===== config.mk =====
export PLATFORM = sky130hd
export DESIGN_NAME = kart_state_tx_flat
export DESIGN_NICKNAME = d
export VERILOG_FILES = /design/src/rtl/kart_eth_pkg.sv /design/src/rtl/kart_state_tx_if.sv /design/src/rtl/crc32_dibit.sv /design/src/rtl/kart_state_tx.sv /design/src/flat_wrapper.sv
export SDC_FILE = /design/constraint.sdc
export NUM_CORES = 1
export LEC_CHECK = 0
export BUFFER_PORTS_ARGS = -buffer_cell sky130_fd_sc_hd__buf_2
export CAP_MARGIN = 20
export CELL_PAD_IN_SITES_DETAIL_PLACEMENT = 0
export CELL_PAD_IN_SITES_GLOBAL_PLACEMENT = 1
export CORE_MARGIN = 2
export CORE_UTILIZATION = 30
export CTS_CLUSTER_DIAMETER = 200
export DETAILED_ROUTE_END_ITERATION = 10
export GPL_ROUTABILITY_DRIVEN = 0
export PLACE_DENSITY_LB_ADDON = 0.1
export SLEW_MARGIN = 10
export SYNTH_ARGS = -nofsm -noshare
export SYNTH_HDL_FRONTEND = slang
export SYNTH_SLANG_ARGS = --single-unit
export TNS_END_PERCENT = 1

===== constraint.sdc =====
create_clock -name eth_clk -period 2.6 [get_ports eth_clk]
set_input_delay 0.26 -clock eth_clk [delete_from_list [all_inputs] [get_ports eth_clk]]
set_output_delay 0.26 -clock eth_clk [all_outputs]
set_load 0.1 [all_outputs]

===== src/rtl/kart_eth_pkg.sv =====
// Shared definitions for the kart-state Ethernet link: transmit FSM states,
// frame geometry and the 44-bit payload word layout used by both directions.
package kart_eth_pkg;

  typedef enum logic [2:0] {
    ST_IDLE,
    ST_PRE,
    ST_SFD,
    ST_HDR,
    ST_PAY,
    ST_FCS,
    ST_IFG
  } tx_state_t;

  localparam int PRE_DIBITS = 31;
  localparam int HDR_BYTES  = 14;
  localparam int PAY_BYTES  = 46;
  localparam int FCS_DIBITS = 16;

  // Payload word bit positions; the receive unpacker reads the same fields.
  localparam int PAY_WORD_W     = 44;
  localparam int PAY_WORD_BYTES = 6;
  localparam int PAY_X_LSB      = 33;
  localparam int PAY_Y_LSB      = 21;
  localparam int PAY_DIR_LSB    = 11;
  localparam int PAY_GAME_LSB   = 5;
  localparam int PAY_RST_BIT    = 3;

  function automatic logic [PAY_WORD_W-1:0] pack_state(
    input logic [10:0] x,
    input logic [10:0] y,
    input logic [8:0]  dir,
    input logic [2:0]  game,
    input logic        rst
  );
    logic [PAY_WORD_W-1:0] p;
    p = '0;
    p[PAY_X_LSB +: 11]   = x;
    p[PAY_Y_LSB +: 11]   = y;
    p[PAY_DIR_LSB +: 9]  = dir;
    p[PAY_GAME_LSB +: 3] = game;
    p[PAY_RST_BIT]       = rst;
    return p;
  endfunction

endpackage


===== src/rtl/kart_state_tx_if.sv =====
// Request bundle between the game logic (master) and the frame transmitter (slave).
interface kart_state_tx_if;
  logic        frame_req;
  logic [10:0] player_x;
  logic [10:0] player_y;
  logic [8:0]  direction;
  logic [2:0]  game_stat;
  logic        opp_reset;
  logic        busy;

  modport master (
    output frame_req, player_x, player_y, direction, game_stat, opp_reset,
    input  busy
  );

  modport slave (
    input  frame_req, player_x, player_y, direction, game_stat, opp_reset,
    output busy
  );
endinterface


===== src/rtl/crc32_dibit.sv =====
// Ethernet CRC-32 (reflected 0xEDB88320) advanced by one RMII dibit per clock,
// bit 0 of the dibit processed first.
module crc32_dibit (
  input  logic        clk,
  input  logic        rst,
  input  logic        init,
  input  logic        en,
  input  logic [1:0]  din,
  output logic [31:0] crc
);

  localparam logic [31:0] POLY = 32'hEDB8_8320;

  function automatic logic [31:0] step(input logic [31:0] c, input logic b);
    return (c >> 1) ^ ((c[0] ^ b) ? POLY : 32'h0);
  endfunction

  always_ff @(posedge clk) begin
    // NOTE: state registers use non-blocking assignment so every flop samples pre-edge values.
    if (rst || init) begin
      crc <= '1;
    end else if (en) begin
      crc <= step(step(crc, din[0]), din[1]);
    end
  end

endmodule


===== src/rtl/kart_state_tx.sv =====
// RMII transmitter: latches the local kart state on request and sends it as one
// Ethernet II frame (preamble, SFD, header, 46-byte payload, FCS) followed by the IFG.
import kart_eth_pkg::*;

module kart_state_tx #(
  parameter logic [47:0] DEST_MAC   = 48'hFFFF_FFFF_FFFF,
  parameter logic [47:0] SRC_MAC    = 48'h6969_5A06_5491,
  parameter logic [15:0] ETHERTYPE  = 16'h4B41,
  parameter int          IFG_DIBITS = 48
) (
  input  logic                  eth_clk,
  input  logic                  eth_rst,
  kart_state_tx_if.slave        req,
  output logic [1:0]            eth_txd,
  output logic                  eth_txen,
  output logic [15:0]           frames_sent,
  output logic [15:0]           frames_dropped
);

  localparam logic [111:0] HDR_WORD      = {DEST_MAC, SRC_MAC, ETHERTYPE};
  localparam logic [8:0]   PRE_LAST      = 9'(PRE_DIBITS - 1);
  localparam logic [8:0]   HDR_LAST      = 9'(HDR_BYTES * 4 - 1);
  localparam logic [8:0]   PAY_LAST      = 9'(PAY_BYTES * 4 - 1);
  localparam logic [8:0]   FCS_LAST      = 9'(FCS_DIBITS - 1);
  // The IDLE cycle that follows is the final idle dibit, so back-to-back gaps are IFG_DIBITS.
  localparam logic [8:0]   IFG_LAST      = 9'(IFG_DIBITS - 2);
  localparam logic [3:0]   HDR_LAST_BYTE = 4'(HDR_BYTES - 1);
  localparam logic [2:0]   PAY_LAST_BYTE = 3'(PAY_WORD_BYTES - 1);

  tx_state_t   state;
  logic [8:0]  cnt;
  logic [47:0] pay_q;
  logic [6:0]  byte_idx;
  logic [6:0]  hdr_bit;
  logic [5:0]  pay_bit;
  logic [7:0]  cur_byte;
  logic [1:0]  data_dibit;
  logic [1:0]  fcs_dibit;
  logic [1:0]  next_dibit;
  logic [31:0] crc;
  logic [31:0] fcs;

  crc32_dibit u_crc (
    .clk  (eth_clk),
    .rst  (eth_rst),
    .init (state == ST_SFD),
    .en   (state == ST_HDR || state == ST_PAY),
    .din  (data_dibit),
    .crc  (crc)
  );

  // Byte select: fields go MSB byte first, each byte LSB dibit first.
  assign byte_idx = cnt[8:2];
  assign hdr_bit  = {HDR_LAST_BYTE - byte_idx[3:0], 3'b000};
  assign pay_bit  = {PAY_LAST_BYTE - byte_idx[2:0], 3'b000};

  always_comb begin
    // NOTE: default assignment first so no path through the block infers a latch.
    cur_byte = 8'h00;
    if (state == ST_HDR) begin
      cur_byte = HDR_WORD[hdr_bit +: 8];
    end else if (state == ST_PAY && byte_idx < 7'(PAY_WORD_BYTES)) begin
      cur_byte = pay_q[pay_bit +: 8];
    end
  end

  assign data_dibit = cur_byte[{cnt[1:0], 1'b0} +: 2];
  assign fcs        = ~crc;
  assign fcs_dibit  = fcs[{cnt[3:0], 1'b0} +: 2];

  always_comb begin
    next_dibit = 2'b00;
    unique case (state)
      ST_PRE:         next_dibit = 2'b01;
      ST_SFD:         next_dibit = 2'b11;
      ST_HDR, ST_PAY: next_dibit = data_dibit;
      ST_FCS:         next_dibit = fcs_dibit;
      default:        next_dibit = 2'b00;
    endcase
  end

  always_ff @(posedge eth_clk) begin
    if (eth_rst) begin
      state          <= ST_IDLE;
      cnt            <= '0;
      pay_q          <= '0;
      eth_txd        <= 2'b00;
      eth_txen       <= 1'b0;
      req.busy       <= 1'b0;
      frames_sent    <= '0;
      frames_dropped <= '0;
    end else begin
      eth_txd  <= next_dibit;
      eth_txen <= (state inside {ST_PRE, ST_SFD, ST_HDR, ST_PAY, ST_FCS});
      cnt      <= cnt + 1'b1;

      if (req.frame_req && state != ST_IDLE) begin
        frames_dropped <= frames_dropped + 1'b1;
      end

      unique case (state)
        ST_IDLE: begin
          cnt <= '0;
          if (req.frame_req) begin
            pay_q    <= {4'h0, pack_state(req.player_x, req.player_y, req.direction,
                                          req.game_stat, req.opp_reset)};
            req.busy <= 1'b1;
            state    <= ST_PRE;
          end
        end
        ST_PRE: if (cnt == PRE_LAST) begin
          state <= ST_SFD;
          cnt   <= '0;
        end
        ST_SFD: begin
          state <= ST_HDR;
          cnt   <= '0;
        end
        ST_HDR: if (cnt == HDR_LAST) begin
          state <= ST_PAY;
          cnt   <= '0;
        end
        ST_PAY: if (cnt == PAY_LAST) begin
          state <= ST_FCS;
          cnt   <= '0;
        end
        ST_FCS: if (cnt == FCS_LAST) begin
          state       <= ST_IFG;
          cnt         <= '0;
          frames_sent <= frames_sent + 1'b1;
        end
        ST_IFG: if (cnt == IFG_LAST) begin
          state    <= ST_IDLE;
          cnt      <= '0;
          req.busy <= 1'b0;
        end
        default: state <= ST_IDLE;
      endcase
    end
  end

endmodule


===== src/flat_wrapper.sv =====
// flat-port wrapper written by rule: the top's interface ports become plain ports
module kart_state_tx_flat 
#(
  parameter logic [47:0] DEST_MAC   = 48'hFFFF_FFFF_FFFF,
  parameter logic [47:0] SRC_MAC    = 48'h6969_5A06_5491,
  parameter logic [15:0] ETHERTYPE  = 16'h4B41,
  parameter int          IFG_DIBITS = 48
)
  (eth_clk, eth_rst, eth_txd, eth_txen, frames_sent, frames_dropped, req_frame_req, req_player_x, req_player_y, req_direction, req_game_stat, req_opp_reset, req_busy);
  kart_state_tx_if req_i ();
  input  logic eth_clk;
  input  logic eth_rst;
  output logic [1:0] eth_txd;
  output logic eth_txen;
  output logic [15:0] frames_sent;
  output logic [15:0] frames_dropped;
  input wire logic [$bits(req_i.frame_req)-1:0] req_frame_req;
  input wire logic [$bits(req_i.player_x)-1:0] req_player_x;
  input wire logic [$bits(req_i.player_y)-1:0] req_player_y;
  input wire logic [$bits(req_i.direction)-1:0] req_direction;
  input wire logic [$bits(req_i.game_stat)-1:0] req_game_stat;
  input wire logic [$bits(req_i.opp_reset)-1:0] req_opp_reset;
  output wire logic [$bits(req_i.busy)-1:0] req_busy;
  assign req_i.frame_req = req_frame_req;
  assign req_i.player_x = req_player_x;
  assign req_i.player_y = req_player_y;
  assign req_i.direction = req_direction;
  assign req_i.game_stat = req_game_stat;
  assign req_i.opp_reset = req_opp_reset;
  assign req_busy = req_i.busy;
  kart_state_tx #(.DEST_MAC(DEST_MAC), .SRC_MAC(SRC_MAC), .ETHERTYPE(ETHERTYPE), .IFG_DIBITS(IFG_DIBITS)) u_core (.eth_clk(eth_clk), .eth_rst(eth_rst), .req(req_i), .eth_txd(eth_txd), .eth_txen(eth_txen), .frames_sent(frames_sent), .frames_dropped(frames_dropped));
endmodule

# Yosys cells after proc, flatten, opt, wreduce, memory -nomap -nowiden
# Cells that the tools add are included.
[word_totals]
word_cells = 76
out_inout_bits = 36
register_bits = 115
[classes]
shift = 4
eq_ne = 17
n_lt_le_gt_ge = 1
mux = 21
bitwise = 5
n_addsub = 5
n_reduce_logical = 14
[op_table]
columns = ["op", "count"]
rows = [
  ["variable part select 112 x 8 -> 8 bit, first input constant", 1],
  ["2-to-1 mux 32 bit", 2],
  ["XOR 31 x 32 -> 32 bit", 2],
  ["case mux 9 bit (6 select lines)", 1],
  ["variable part select 48 x 7 -> 8 bit", 1],
  ["2-to-1 mux 9 bit", 5],
  ["adder 16 x 1 -> 16 bit, second input constant", 2],
  ["NOT 32 bit", 1],
  ["variable part select 32 x 6 -> 2 bit", 1],
  ["case mux 3 bit (7 select lines)", 1],
  ["== test 9 x 6 -> 1 bit, second input constant", 2],
  ["2-to-1 mux 3 bit", 6],
  ["2-to-1 mux 8 bit", 2],
  ["!= test 2 bit, second input constant", 5],
  ["adder 9 x 1 -> 9 bit, second input constant", 1],
  ["== test 3 bit, second input constant", 3],
  ["== test 9 x 4 -> 1 bit, second input constant", 1],
  ["== test 9 x 5 -> 1 bit, second input constant", 1],
  ["== test 9 x 8 -> 1 bit, second input constant", 1],
  ["case mux 2 bit (4 select lines)", 1],
  ["variable part select 8 x 4 -> 2 bit", 1],
  ["< comparator 7 x 3 -> 1 bit, second input constant", 1],
  ["== test 3 x 2 -> 1 bit, second input constant", 2],
  ["AND reduction 6 bit", 1],
  ["other kinds (16)", 22],
]

# Logic depth before layout (Yosys ltp)
[depth]
ltp_word = 11
mapped_depth = 12

# Modules after synthesis
# Synthesis repeated with hierarchy kept, for this count alone.
[hier_totals]
hier_cells = 618
hier_area_um2 = 5506.5
[by_module_without_submodules]
columns = ["module", "instances", "area_each_um2", "cells_per_inst", "seq_area_each_um2"]
rows = [
  ["kart_state_tx", 1, 4102.7, 488, 1661.6],
  ["crc32_dibit", 1, 1403.8, 130, 640.6],
]

# Worst setup path before layout
# OpenSTA, ideal clock, no wires.
[synth_timing]
path_type = "register to register"
start = "register u_core.cnt[6]"
end = "register u_core.u_crc.crc[19]"
t_arrival_ps = 2621
period_less_slack_ps = 2700
setup_slack_ps = -100
setup_ps = 79
stages_incl_launch_ff = 9
path_buffers = 0
path_cell_list = "dfxtp_1 or3_4 or2_4 or3_4 a2111oi_4 nor3_4 xnor2_4 xor3_1 o211ai_1"
[synth_between]
elab_chain_len = 9
word_cells_on_any_way = 11
[synth_rtl]
columns = ["item", "line", "text"]
rows = [
  ["from (decl)", "kart_state_tx.sv:31", "logic [8:0] cnt;"],
  ["from (signal assigned)", "kart_state_tx.sv:95", "cnt <= cnt + 1'b1;"],
  ["< comparator 7 x 3 -> 1 bit (*)", "kart_state_tx.sv:62", "end else if (state == ST_PAY && byte_idx < 7'(PAY_WORD_BYTES)) begin"],
  ["logical AND 1 bit (*)", "kart_state_tx.sv:62", ""],
  ["2-to-1 mux 8 bit (*)", "kart_state_tx.sv:62", ""],
  ["2-to-1 mux 8 bit (*)", "kart_state_tx.sv:60", "if (state == ST_HDR) begin"],
  ["variable part select 8 x 4 -> 2 bit (*)", "kart_state_tx.sv:67", "assign data_dibit = cur_byte[{cnt[1:0], 1'b0} +: 2];"],
  ["XOR 1 bit", "crc32_dibit.sv:15", "return (c >> 1) ^ ((c[0] ^ b) ? POLY : 32'h0);"],
  ["2-to-1 mux 32 bit", "crc32_dibit.sv:15", ""],
  ["XOR 31 x 32 -> 32 bit", "crc32_dibit.sv:15", ""],
  ["XOR 31 x 32 -> 32 bit (*)", "crc32_dibit.sv:15", ""],
  ["to (signal assigned)", "crc32_dibit.sv:23", "crc <= step(step(crc, din[0]), din[1]);"],
  ["to (decl)", "crc32_dibit.sv:9", "output logic [31:0] crc"],
]
# Mark *: on every way between the ends. The rest lies on a longest branch, timed or not.
# A chain may end at the register's enable or synchronous reset.

# Worst setup path after layout
[layout_timing]
start = "register u_core.cnt[8]"
end = "register u_core.u_crc.crc[20]"
# Same word-level chain as after synthesis.

==> metrics <==
Detail Placement HPWL ~10 mm; Final Cell Area slightly above 7000 sq um; CTS tree done; library cells used by synthesis 54; WP data required between 2000 and 3000 ps; Gate Count Post-Synth 640; max-cap viol count 0; WL per Instance roughly 15 um; post-placement cell count between 900 and 1000; Final Hold Fails 0; clk sinks around 120; post-synthesis sequential area ratio 0.411; leading cell type in the layout, fill and taps excluded nand2_1; number of synthesized flops with an enable pin 0; Hold Path Class input port to flip-flop; TritonRoute pass-1 iters 4; flops & latches, synth 115; row cnt slightly below 50; CTS clk-pin slew, worst paths about 50 ps; clock latency on the worst-skew pair about 410 ps; layout cells sized above 1 0.253; failing checks setup timing; core area between 15000 and 20000 sq um; DRT Wirelength 14.3 mm; Die Ht around 140 um; Mapped Area between 5000 and 6000 sq um; final setup margin -50.0 ps; Critical Path AT about 3000 ps; Initial DRC Count about 200; RR Startpoint u_core.cnt[8]; Routed Antenna Nets 0; CTS Buf Count 17; Slew Viols, Final 0; CTS H-Tree Depth 4; fin util 0.396; Reg2Reg Setup Slack -50 ps; P&R area growth vs syn 28.2%; die area about 20000 sq um; Setup-failing EPs final 7; total track usage 0.149; mean post-synth cell area around 9 sq um; Critical Path Source Type flip-flop; first-pass GRT wire length roughly 24 mm; WHS Path Cells 3; Die W roughly 140 um; Root Driver clkbuf_16; Pleak a little over 3 nW; pwr/cell area approximately 670 nW/um^2; ys flop type dfxtp_1; NumNets Final approximately 790; status finished with violations; fin crit share 1.02; Post-DP Area between 6000 and 7000 sq um; worst-path fanout max 5; asr flop ratio synth 0; Initial Utilization 0.309; number of port buffers 73; routed vias/inst approximately 5; Filler Cell Count 1878; Worst IR Drop VDD roughly 0.00047 V; Antenna Cells 0; initial antenna violation count 0; min cycle time layout around 2700 ps; Synth Net Count just under 700; Overflow after GRT 0; Peak Freq roughly 380 MHz; Hold EP u_core.pay_q[13]; largest net degree at the start of global routing 45; Clock Skew roughly 7.1 ps; Cell Count, Final, Fillers Out ~980; cells on worst reg2reg path 9; RSZ-0062 raised after global routing yes; Clock Tree Buf Depth 2; Top-Level Pins between 70 and 80; Worst setup EP type flip-flop; number of global-route vias before repair around 4700; hold path startpoint req_direction[2]; yosys warns 0; critical path type flip-flop to flip-flop; worst flop-to-flop path endpoint u_core.u_crc.crc[20]; Residual DRC 0; most frequent cells in the layout 126 x nand2_1, 114 x dfxtp_1, 73 x buf_2; hold_buf cts 0; setup TNS -290 ps; Via Count 4762; Slew HR 0.415; Slew @ Worst Pin roughly 880 ps
[worst max-delay path, cell delays in order, from the launching register on]
cell and delay, ps:
dfxtp_2 320, or3_4 380, or2_4 240, or3_4 440
nor3_4 120, o32a_1 290, xnor2_4 160, buf_12 150
xor3_1 290, o211ai_1 160
[flip-flops by register name, summed over array words and instances (netlist names)]
name and flops:
u_core.req.busy 1, u_core.eth_txen 1, u_core.u_crc.crc 32, u_core.cnt 9, u_core.frames_dropped 16, u_core.eth_txd 2
u_core.frames_sent 16, u_core.state 3, u_core.pay_q 35
[cell type report]
type                       instances  area [sq um]  share of cell area
sequential                       115          2300               0.321
inverter                          10          37.5             0.00522
clock buffer                      23           498              0.0693
clock inverter                     5          52.6             0.00731
multi-input combinational        472          3190               0.444
tap                              229           287              0.0399
timing repair buffer             125           816               0.114
[cells by family after synthesis]
logic type / share of synthesized area
AOI/OAI and AO/OA: 0.121
xor gates and xnor gates: 0.129
adders and majority gates: 0.0134
buffers and inverters: 0.0377
DFF: 0.411
muxes: 0.0715
and+or+nand+nor: 0.217
[metal layers]
metal	track usage	routed length [um]
met5	0	0
met1	0.191	6890
met4	0.0521	206
met3	0.0380	485
met2	0.243	6700
[where the power goes]
part | leakage, nW | internal (W) | switching (W)
clock | 0.273 | 0.00141 | 0.000788
combinational | 1.81 | 0.000301 | 0.000400
sequential | 0.935 | 0.00186 | 0.0000680
[synth_stat cells, types with 7 or more instances]
cell type,n,area (sq um)
xnor2_1,14,123
xnor3_1,7,158
dfxtp_1,115,2300
nor3_1,11,55.1
mux2i_1,13,130
xor2_1,31,272
nor2_1,72,270
mux4_2,11,248
nand3_1,26,130
a21oi_1,47,235
o211ai_1,13,97.6
inv_1,8,30.0
buf_2,7,35.0
clkbuf_1,31,116
nand4_1,11,68.8
o21ai_0,7,35.0
nand2_1,126,473
o21ai_1,11,55.1
[how the worst max path moves through the flow]
| stage | start | cells past startpoint | slack (ps) | end |
|---|---|---|---|---|
| finish | u_core.cnt[8] | 9 | -50 | u_core.u_crc.crc[20] |
| global route | u_core.cnt[8] | 9 | -160 | u_core.u_crc.crc[23] |
| CTS | u_core.cnt[8] | 9 | -70 | u_core.u_crc.crc[23] |
| detailed placement | u_core.cnt[3] | 9 | -230 | u_core.u_crc.crc[23] |
| global placement | u_core.cnt[3] | 9 | -180 | u_core.u_crc.crc[19] |
| floorplan | u_core.cnt[6] | 8 | -80 | u_core.u_crc.crc[29] |
[stage by stage]
| step | worst slack (ps) | hold WS [ps] | power [W] |
|---|---|---|---|
| after global placement | -182 | 447 | 0.00263 |
| after global routing | -158 | 70.6 | 0.00506 |
| final | -50.0 | 76.5 | 0.00483 |
| after floorplan | -82.9 | 396 | 0.00243 |
| after CTS | -66.4 | 63.5 | 0.00489 |
| after detailed placement | -229 | 449 | 0.00263 |
[repair_timing]
action | 4_1_cts | 5_1_grt
setup endpoints to repair | 14 | 26
pin swaps | 5 | 7
buffers inserted | 3 | 2
gates resized for setup | 11 | 13
(Power assumes the default switching activity.)
